File: src/rtl/deserializer_pkg.sv
// Shared definitions for the serial-to-parallel deserializer: framing FSM
// state encoding and the default data word width.
package deserializer_pkg;

  localparam int BITS_DEFAULT = 8;

  typedef enum logic [1:0] {
    IDLE    = 2'd0,
    SHIFT   = 2'd1,
    DISCARD = 2'd2
  } state_t;

endpackage

File: src/rtl/deserializer_out_buf.sv
// One-entry valid/ready output register. A word arriving while the entry is
// occupied and not being consumed is dropped and flagged with an overrun pulse.
module out_buf
  import deserializer_pkg::*;
#(
  parameter int BITS = BITS_DEFAULT
) (
  input  logic            clk,
  input  logic            rst,
  input  logic            load,
  input  logic [BITS-1:0] din,
  input  logic            dout_ready,
  output logic [BITS-1:0] dout,
  output logic            dout_valid,
  output logic            overrun
);

  logic take;

  assign take = dout_valid & dout_ready;

  always_ff @(posedge clk or posedge rst) begin
    if (rst) begin
      dout       <= '0;
      dout_valid <= 1'b0;
      overrun    <= 1'b0;
    end else begin
      overrun <= load & dout_valid & ~dout_ready;
      // A load coinciding with a handshake replaces the consumed word directly.
      if (load && (!dout_valid || dout_ready)) begin
        dout       <= din;
        dout_valid <= 1'b1;
      end else if (take) begin
        dout_valid <= 1'b0;
      end
    end
  end

endmodule

File: src/rtl/deserializer.sv
// LSB-first serial-to-parallel deserializer with sin_last framing checks.
// Optional even-parity bit per frame when DESERIALIZER_PARITY_EN is defined.
module deserializer
  import deserializer_pkg::*;
#(
  parameter int BITS = BITS_DEFAULT
) (
  input  logic            clk,
  input  logic            rst,
  input  logic            sin,
  input  logic            sin_valid,
  input  logic            sin_last,
  output logic [BITS-1:0] dout,
  output logic            dout_valid,
  input  logic            dout_ready,
  output logic            frame_err,
  output logic            overrun,
  output logic            parity_err
);

`ifdef DESERIALIZER_PARITY_EN
  localparam int LEN = BITS + 1;
`else
  localparam int LEN = BITS;
`endif
  localparam int            CW   = $clog2(LEN);
  localparam logic [CW-1:0] LAST = CW'(LEN - 1);

  state_t         state_q, state_d;
  logic [CW-1:0]  count_q, count_d;
  logic [LEN-1:0] shift_q, shift_d, frame;
  logic           done, load, frame_err_d;

  always_comb begin
    state_d     = state_q;
    count_d     = count_q;
    shift_d     = shift_q;
    frame       = shift_q;
    done        = 1'b0;
    frame_err_d = 1'b0;
    // frame is the shift register with the current bit already in place, so a
    // completing word is available in the same cycle its last bit arrives.
    for (int unsigned i = 0; i < LEN; i++) begin
      if (count_q == CW'(i)) frame[i] = sin;
    end
    if (sin_valid) begin
      case (state_q)
        IDLE, SHIFT: begin
          if (count_q == LAST) begin
            count_d = '0;
            shift_d = '0;
            if (sin_last) begin
              state_d = IDLE;
              done    = 1'b1;
            end else begin
              state_d     = DISCARD;
              frame_err_d = 1'b1;
            end
          end else if (sin_last) begin
            state_d     = IDLE;
            count_d     = '0;
            shift_d     = '0;
            frame_err_d = 1'b1;
          end else begin
            state_d = SHIFT;
            count_d = count_q + CW'(1);
            shift_d = frame;
          end
        end
        DISCARD: begin
          if (sin_last) state_d = IDLE;
        end
        default: begin
          state_d = IDLE;
          count_d = '0;
          shift_d = '0;
        end
      endcase
    end
  end

  always_ff @(posedge clk or posedge rst) begin
    if (rst) begin
      state_q   <= IDLE;
      count_q   <= '0;
      shift_q   <= '0;
      frame_err <= 1'b0;
    end else begin
      state_q   <= state_d;
      count_q   <= count_d;
      shift_q   <= shift_d;
      frame_err <= frame_err_d;
    end
  end

`ifdef DESERIALIZER_PARITY_EN
  logic parity_ok;

  assign parity_ok = ((^frame[BITS-1:0]) == frame[LEN-1]);
  assign load      = done & parity_ok;

  always_ff @(posedge clk or posedge rst) begin
    if (rst) parity_err <= 1'b0;
    else     parity_err <= done & ~parity_ok;
  end
`else
  assign load       = done;
  assign parity_err = 1'b0;
`endif

  out_buf #(.BITS(BITS)) u_out_buf (
    .clk        (clk),
    .rst        (rst),
    .load       (load),
    .din        (frame[BITS-1:0]),
    .dout_ready (dout_ready),
    .dout       (dout),
    .dout_valid (dout_valid),
    .overrun    (overrun)
  );

endmodule

File: config.mk
export PLATFORM = sky130hd
export DESIGN_NAME = deserializer
export DESIGN_NICKNAME = d
export VERILOG_FILES = /design/src/rtl/deserializer_pkg.sv /design/src/rtl/deserializer_out_buf.sv /design/src/rtl/deserializer.sv
export SDC_FILE = /design/constraint.sdc
export NUM_CORES = 1
export LEC_CHECK = 0
export ABC_CLOCK_PERIOD_IN_PS = 3550
export CORE_MARGIN = 2
export CORE_UTILIZATION = 34
export DETAILED_ROUTE_END_ITERATION = 7
export SLEW_MARGIN = 15
export SYNTH_ARGS = -nofsm -noshare
export SYNTH_HDL_FRONTEND = slang
export SYNTH_HIERARCHICAL = 1
export SYNTH_SLANG_ARGS = --single-unit
File: constraint.sdc
create_clock -name clk -period 3.55 [get_ports clk]
set_input_delay 0.355 -clock clk [delete_from_list [all_inputs] [get_ports clk]]
set_output_delay 0.355 -clock clk [all_outputs]
set_load 0.05 [all_outputs]
==> run_results.csv, run 1 <==
group,metric,value,unit
run_status,outcome,"complete, no violations",
sta,tightestPinTransition,852,ps
drt,drc,0,
clock_tree,cts_root_buf,"clkbuf_4",
synth,yosysTopAreaCellShare,0.489,
drt,drt_iter0_markers,38,
drt,drt-total-wl,2.08,mm
synth,netlist_instances,94,
global_routing,antenna_found_initial,0,
sta,maxSlewHeadroom,0.429,
sta,fmax,502,MHz
drt,post_drt_wl_per_cell,13.3,um
setup_path,required,3770,ps
synth,synth_area,1230,um2
clock_tree,post_cts_buffers,0,
synth,synth_area_leader_cell,"dfrtp_1",
floorplanning,coreArea,3420,um2
clock_tree,numCtsBuffers,3,
clock_tree,cts_buffer_depth,2,
setup_path,crit_path_max_fanout,15,
sta,setup_tns,0,ps
finish,n_antenna_cell,0,
global_routing,grt_pass1_wl,3.91,mm
power,power.density,358,nW/um2
sta,finalCritPeriodShare,0.561,
sta,grt_setup_unrepaired,"no",
setup_path,arrival,2210,ps
setup_path,path_class,"in -> reg",
drt,drtPass1Iterations,4,
global_routing,grt_pass1_vias,772,
sta,fin_skew,7.35,ps
global_routing,grtUsageTotal,0.122,
drt,vias,759,
setup_path,startpoint_type,"primary input",
clock_tree,path_clk_slew,120,ps
placed_design,gp_congestion,0.733,
drt,via_per_inst,4.83,
synth,yosysSeqAreaShare,0.489,
setup_path,slowest_delay,810,ps
sta,maxSlewViolCount,0,
clock_tree,cts_resized,0,
floorplanning,start_util,0.360,
finish,layout-drive-gt1-share,0.216,
hold_path,hold_path_class,"in -> async",
synth,ys_ff_latch,24,
sta,period_needed,1990,ps
clock_tree,cts_sinks,24,
synth,syn_nets,108,
finish,fin_nets,126,
clock_tree,cts_hold_repair.buffers,0,
power,peakVddDrop,275,uV
power,power.leakage,0.717,nW
floorplanning,die_w,64.1,um
placed_design,place.detailed.hpwl,1.56,mm
power,power.total,0.000525,W
clock_tree,clk_latency,320,ps
synth,syn_area_per_cell,13.1,um2
floorplanning,die_h,64.1,um
setup_path,cpMaxStageDelayCell,"clkdlybuf4s50_1",
finish,area.growth.synth_to_final,19.3,%
clock_tree,h-tree-depth,1,
floorplanning,num_io_pins,18,
placed_design,numPortBuffers,16,
global_routing,grt_max_degree,16,
sta,finalHoldViolCount,0,
clock_tree,cts_tree,"yes",
synth,yosysWarnings,6,
sta,setup-violations-final,0,
flow_run,cap_violations,0,
global_routing,grt_overflow,0,
setup_path,critPathCaptureType,"register",
synth,yosys-top-cells-area,"dfrtp_1 (49%), mux2_4 (17%), ha_1 (8.1%)",
floorplanning,die_area,4110,um2
synth,yosysUniqueCellTypes,26,
drt,ant_nets,0,
floorplanning,rows,21,
setup_path,crit_chain,"clkdlybuf4s50_1, nand2_1, nor3_1, nand2_4, mux2_4",
-- cell usage in the layout (no fill, tap or decap), types with 2 or more instances in the layout --
| cell type | synthesis | final |
|---|---|---|
| dfrtp_1 | 24 | 24 |
| nand2_1 | 6 | 6 |
| clkdlybuf4s50_1 | 0 | 16 |
| inv_1 | 9 | 9 |
| ha_1 | 8 | 8 |
| a32o_1 | 8 | 8 |
| nor2b_1 | 3 | 3 |
| nor2_1 | 2 | 2 |
| clkbuf_4 | 0 | 3 |
| mux2_2 | 2 | 2 |
| mux2_4 | 14 | 14 |
-- path summary, 6_finish.rpt --
check	startpoint	to	slack [ps]	cells after the start
max in group asynchronous	rst	shift_q[4]	2770	2
min reg2reg	shift_q[7]	shift_q[7]	500	1
max	sin_valid	u_out_buf/dout[3]	1560	5
min in group clk	shift_q[7]	shift_q[7]	500	1
max reg2reg	count_q[0]	u_out_buf/dout[3]	1670	6
min	rst	u_out_buf/overrun	330	2
-- power by group --
| part | switching (W) | internal (W) | leakage [nW] | total, W |
|---|---|---|---|---|
| Sequential | 0.0000100 | 0.000285 | 0.329 | 0.000295 |
| Combinational | 0.0000445 | 0.0000408 | 0.367 | 0.0000853 |
| Clock | 0.0000820 | 0.0000628 | 0.0210 | 0.000145 |
-- layer usage --
| metal | GRT usage | wire length (um) | up-vias | part of all wire |
|---|---|---|---|---|
| met5 | 0 | 0 | - | 0 |
| met4 | 0.0319 | 23 | 0 | 0.011 |
| met3 | 0.0405 | 163 | 5 | 0.078 |
| met2 | 0.176 | 887 | 25 | 0.43 |
| met1 | 0.176 | 1010 | 364 | 0.48 |
| li1 | - | - | 365 | - |
-- cell usage after synthesis --
cell type  instances
mux2_2             2
nand2_1            6
conb_1             1
or4b_1             1
buf_4              1
dfrtp_1           24
clkbuf_1           1
o21ai_0            2
o31ai_1            1
a32o_1             8
nor3_1             1
nand2b_4           1
ha_1               8
mux2_4            14
nand2b_1           1
a31o_2             1
and3_1             1
nor2_1             2
o21a_1             1
buf_2              1
inv_1              9
nand2_4            1
nor2b_1            3
o2bb2ai_1          1
nor3_2             1
a21o_1             1
-- through the flow --
stage / setup slack (ps) / utilization / hold slack (ps) / std cells / instance area (um2)
final: 1560 / 0.429 / 327 / 157 / 1470
after global routing: 1480 / 0.429 / 342 / 157 / 1470
after CTS: 1590 / 0.429 / 338 / 157 / 1470
after detailed placement: 1240 / 0.419 / 476 / 153 / 1430
after global placement: 1280 / 0.419 / 472 / 153 / 1430
after floorplan: 1880 / - / 195 / 94 / 1230
-- critical path, delay by kind of cell --
family / cells / cell delay, ps
buf+inv: 1 / 810
simple gates: 3 / 700
mux: 1 / 340
-- cells by family (layout without fill, tap and decap cells) --
| family | count (synthesis) | in the layout | synth area share |
|---|---|---|---|
| DFF | 24 | 24 | 0.489 |
| and+or+nand+nor | 18 | 18 | 0.0906 |
| muxes | 16 | 16 | 0.189 |
| AOI/OAI and AO/OA | 15 | 15 | 0.106 |
| buffers and inverters | 12 | 29 | 0.0407 |
| adders and majority gates | 8 | 8 | 0.0815 |
| other | 1 | 1 | 0.00305 |
-- area by class of cell --
| cell class | instances | area (um2) |
|---|---|---|
| inverters | 9 | 33.8 |
| clock buffers | 4 | 36.3 |
| fillers | 329 | 1950 |
| multi-input cells | 58 | 578 |
| well taps | 46 | 57.6 |
| repair buffers | 16 | 160 |
| flip-flops and latches | 24 | 601 |
-- flip-flops by register name (all words and copies together), names as in the netlist --
register / flops
state_q: 2
count_q: 3
shift_q: 8
frame_err: 1
u_out_buf/dout: 8
u_out_buf/dout_valid: 1
u_out_buf/overrun: 1
(Power assumes the default switching activity.)
==> run 2, diff against run 1 <==
--- a/config.mk
+++ b/config.mk
@@ -5,7 +5,7 @@
 export SDC_FILE = /design/constraint.sdc
 export NUM_CORES = 1
 export LEC_CHECK = 0
-export ABC_CLOCK_PERIOD_IN_PS = 3550
+export ABC_CLOCK_PERIOD_IN_PS = 1800
 export CORE_MARGIN = 2
 export CORE_UTILIZATION = 34
 export DETAILED_ROUTE_END_ITERATION = 7
==> constraint.sdc (replaced) <==
create_clock -name clk -period 1.8 [get_ports clk]
set_input_delay 0.18 -clock clk [delete_from_list [all_inputs] [get_ports clk]]
set_output_delay 0.18 -clock clk [all_outputs]
set_load 0.05 [all_outputs]
==> run_results.csv, run 2 (synthesized netlist as in run 1, its figures left out) <==
group,metric,value,unit
floorplanning,rows,21,
sta,finalHoldViolCount,0,
setup_path,crit_buf_inv,1,
sta,grt_setup_unrepaired,"no",
drt,drc,0,
sta,fmax,577,MHz
finish,n_antenna_cell,0,
clock_tree,cts_root_buf,"clkbuf_4",
finish,layout_common_cells,"dfrtp_1 (23), clkdlybuf4s50_1 (16), mux2_4 (14), inv_1 (9), a32o_1 (8)",
global_routing,grt_pass1_vias,805,
finish,layout-drive-gt1-share,0.282,
flow_run,cap_violations,0,
global_routing,grt_max_degree,15,
finish,fillers,335,
clock_tree,cts_tree,"yes",
run_status,outcome,"complete, no violations",
drt,drt_iter0_markers,38,
sta,maxSlewHeadroom,0.639,
clock_tree,clk_latency,320,ps
setup_path,cpMaxStageDelayCell,"clkdlybuf4s50_1",
clock_tree,path_clk_slew,140,ps
finish,postLayoutCoreUtil,0.452,
drt,drt-total-wl,2.25,mm
hold_path,hold_path_class,"in -> async",
power,peakVddDrop,626,uV
setup_path,crit_path_max_fanout,2,
power,power.density,748,nW/um2
setup_path,arrival,1550,ps
setup_path,crit_chain,"clkdlybuf4s50_1",
sta,setup-violations-final,0,
drt,vias,785,
sta,maxSlewViolCount,0,
drt,via_per_inst,4.82,
finish,reg_top3,"shift_q: 8 flops, u_out_buf/dout: 8 flops, count_q: 3 flops",
sta,worst_slack,66.0,ps
sta,period_needed,1730,ps
clock_tree,post_cts_buffers,0,
finish,fin_nets,132,
global_routing,grtUsageTotal,0.127,
setup_path,r2r_cells,5,
clock_tree,cts_sinks,24,
setup_path,slowest_delay,820,ps
power,power.leakage,0.749,nW
global_routing,grt_pass1_wl,4.09,mm
floorplanning,die_area,4110,um2
sta,whs,163,ps
setup_path,critPathCaptureType,"primary output",
sta,finalCritPeriodShare,0.963,
placed_design,numPortBuffers,16,
floorplanning,die_w,64.1,um
placed_design,place.detailed.hpwl,1.71,mm
sta,fin_skew,4.67,ps
setup_path,startpoint_type,"register",
floorplanning,num_io_pins,18,
clock_tree,cts_buffer_depth,2,
drt,ant_nets,0,
finish,design_area,1540,um2
finish,final_common_cell,"dfrtp_1",
floorplanning,start_util,0.360,
sta,setup_tns,0,ps
setup_path,path_class,"reg -> out",
drt,post_drt_wl_per_cell,13.8,um
floorplanning,coreArea,3420,um2
clock_tree,h-tree-depth,1,
global_routing,antenna_found_initial,0,
placed_design,post_dp_cell_area,1480,um2
drt,drtPass1Iterations,4,
setup_path,required,1620,ps
setup_path,crit_cells,1,
placed_design,gp_congestion,0.730,
placed_design,dp_slack,-60.0,ps
sta,tightestPinTransition,541,ps
finish,area.growth.synth_to_final,25.6,%
setup_path,cp_top_family,"buffers and inverters",
global_routing,grt_overflow,0,
clock_tree,numCtsBuffers,3,
floorplanning,die_h,64.1,um
-- run 2: cell types whose count changed in the layout (fill, tap and decap cells not counted) --
cell | before | now
o21ai_0 | 1 | 2
dfrtp_1 | 24 | 23
o21ai_1 | 1 | 0
ha_2 | 0 | 1
bufinv_16 | 0 | 1
nor3_4 | 0 | 1
ha_1 | 8 | 7
buf_4 | 0 | 6
dfrtp_2 | 0 | 1
nor3_1 | 1 | 0
clkbuf_8 | 1 | 0
-- run 2: final timing paths --
| check | from | to | slack [ps] |
|---|---|---|---|
| setup / recovery | u_out_buf/dout_valid | dout_valid | 70 |
| hold / removal | rst | u_out_buf/dout_valid | 160 |
| setup reg to reg | count_q[0] | count_q[0] | 140 |
| hold reg to reg | shift_q[4] | shift_q[4] | 510 |
| max in group asynchronous | rst | count_q[0] | 1160 |
| min in group clk | shift_q[4] | shift_q[4] | 510 |
-- run 2: per-stage QoR --
step | std cells | total power [W]
CTS | 163 | 0.00117
detailed placement | 159 | 0.000772
floorplan | 94 | 0.000714
global route | 163 | 0.00122
finish | 163 | 0.00115
global placement | 159 | 0.000769
-- run 2: what timing repair did --
item / 4_1_cts / 5_1_grt
gates resized for setup: 1 / 3
hold buffers: 0 / 0
setup endpoints to repair: 8 / 10
-- run 2: area by class of cell --
| type | count | area (um2) | share of cell area |
|---|---|---|---|
| Sequential cell | 24 | 602 | 0.390 |
| Multi-Input combinational cell | 58 | 592 | 0.384 |
| Timing Repair Buffer | 22 | 205 | 0.133 |
| Tap cell | 46 | 57.6 | 0.0373 |
| Inverter | 9 | 33.8 | 0.0219 |
| Clock inverter | 1 | 30.0 | 0.0195 |
| Clock buffer | 3 | 22.5 | 0.0146 |
-- run 2: power breakdown --
part	leakage, nW	total, W	switching, W	internal (W)
Combinational	0.394	0.000182	0.0000922	0.0000894
Sequential	0.328	0.000580	0.0000178	0.000562
Clock	0.0279	0.000392	0.000167	0.000225
Total	0.749	0.00115	0.000276	0.000877
-- run 2: metal layers --
layer	GRT usage	share of wire
met1	0.174	0.46
met2	0.202	0.48
met3	0.0352	0.050
met4	0.0293	0.0075
met5	0	0
==> run 3, diff against run 2 <==
--- a/config.mk
+++ b/config.mk
@@ -9,6 +9,7 @@
 export CORE_MARGIN = 2
 export CORE_UTILIZATION = 34
 export DETAILED_ROUTE_END_ITERATION = 7
+export GPL_ROUTABILITY_DRIVEN = 0
 export SLEW_MARGIN = 15
 export SYNTH_ARGS = -nofsm -noshare
 export SYNTH_HDL_FRONTEND = slang
==> results of run 3 <==
The final DEF is identical to that of run 2; final timing and power are the same.
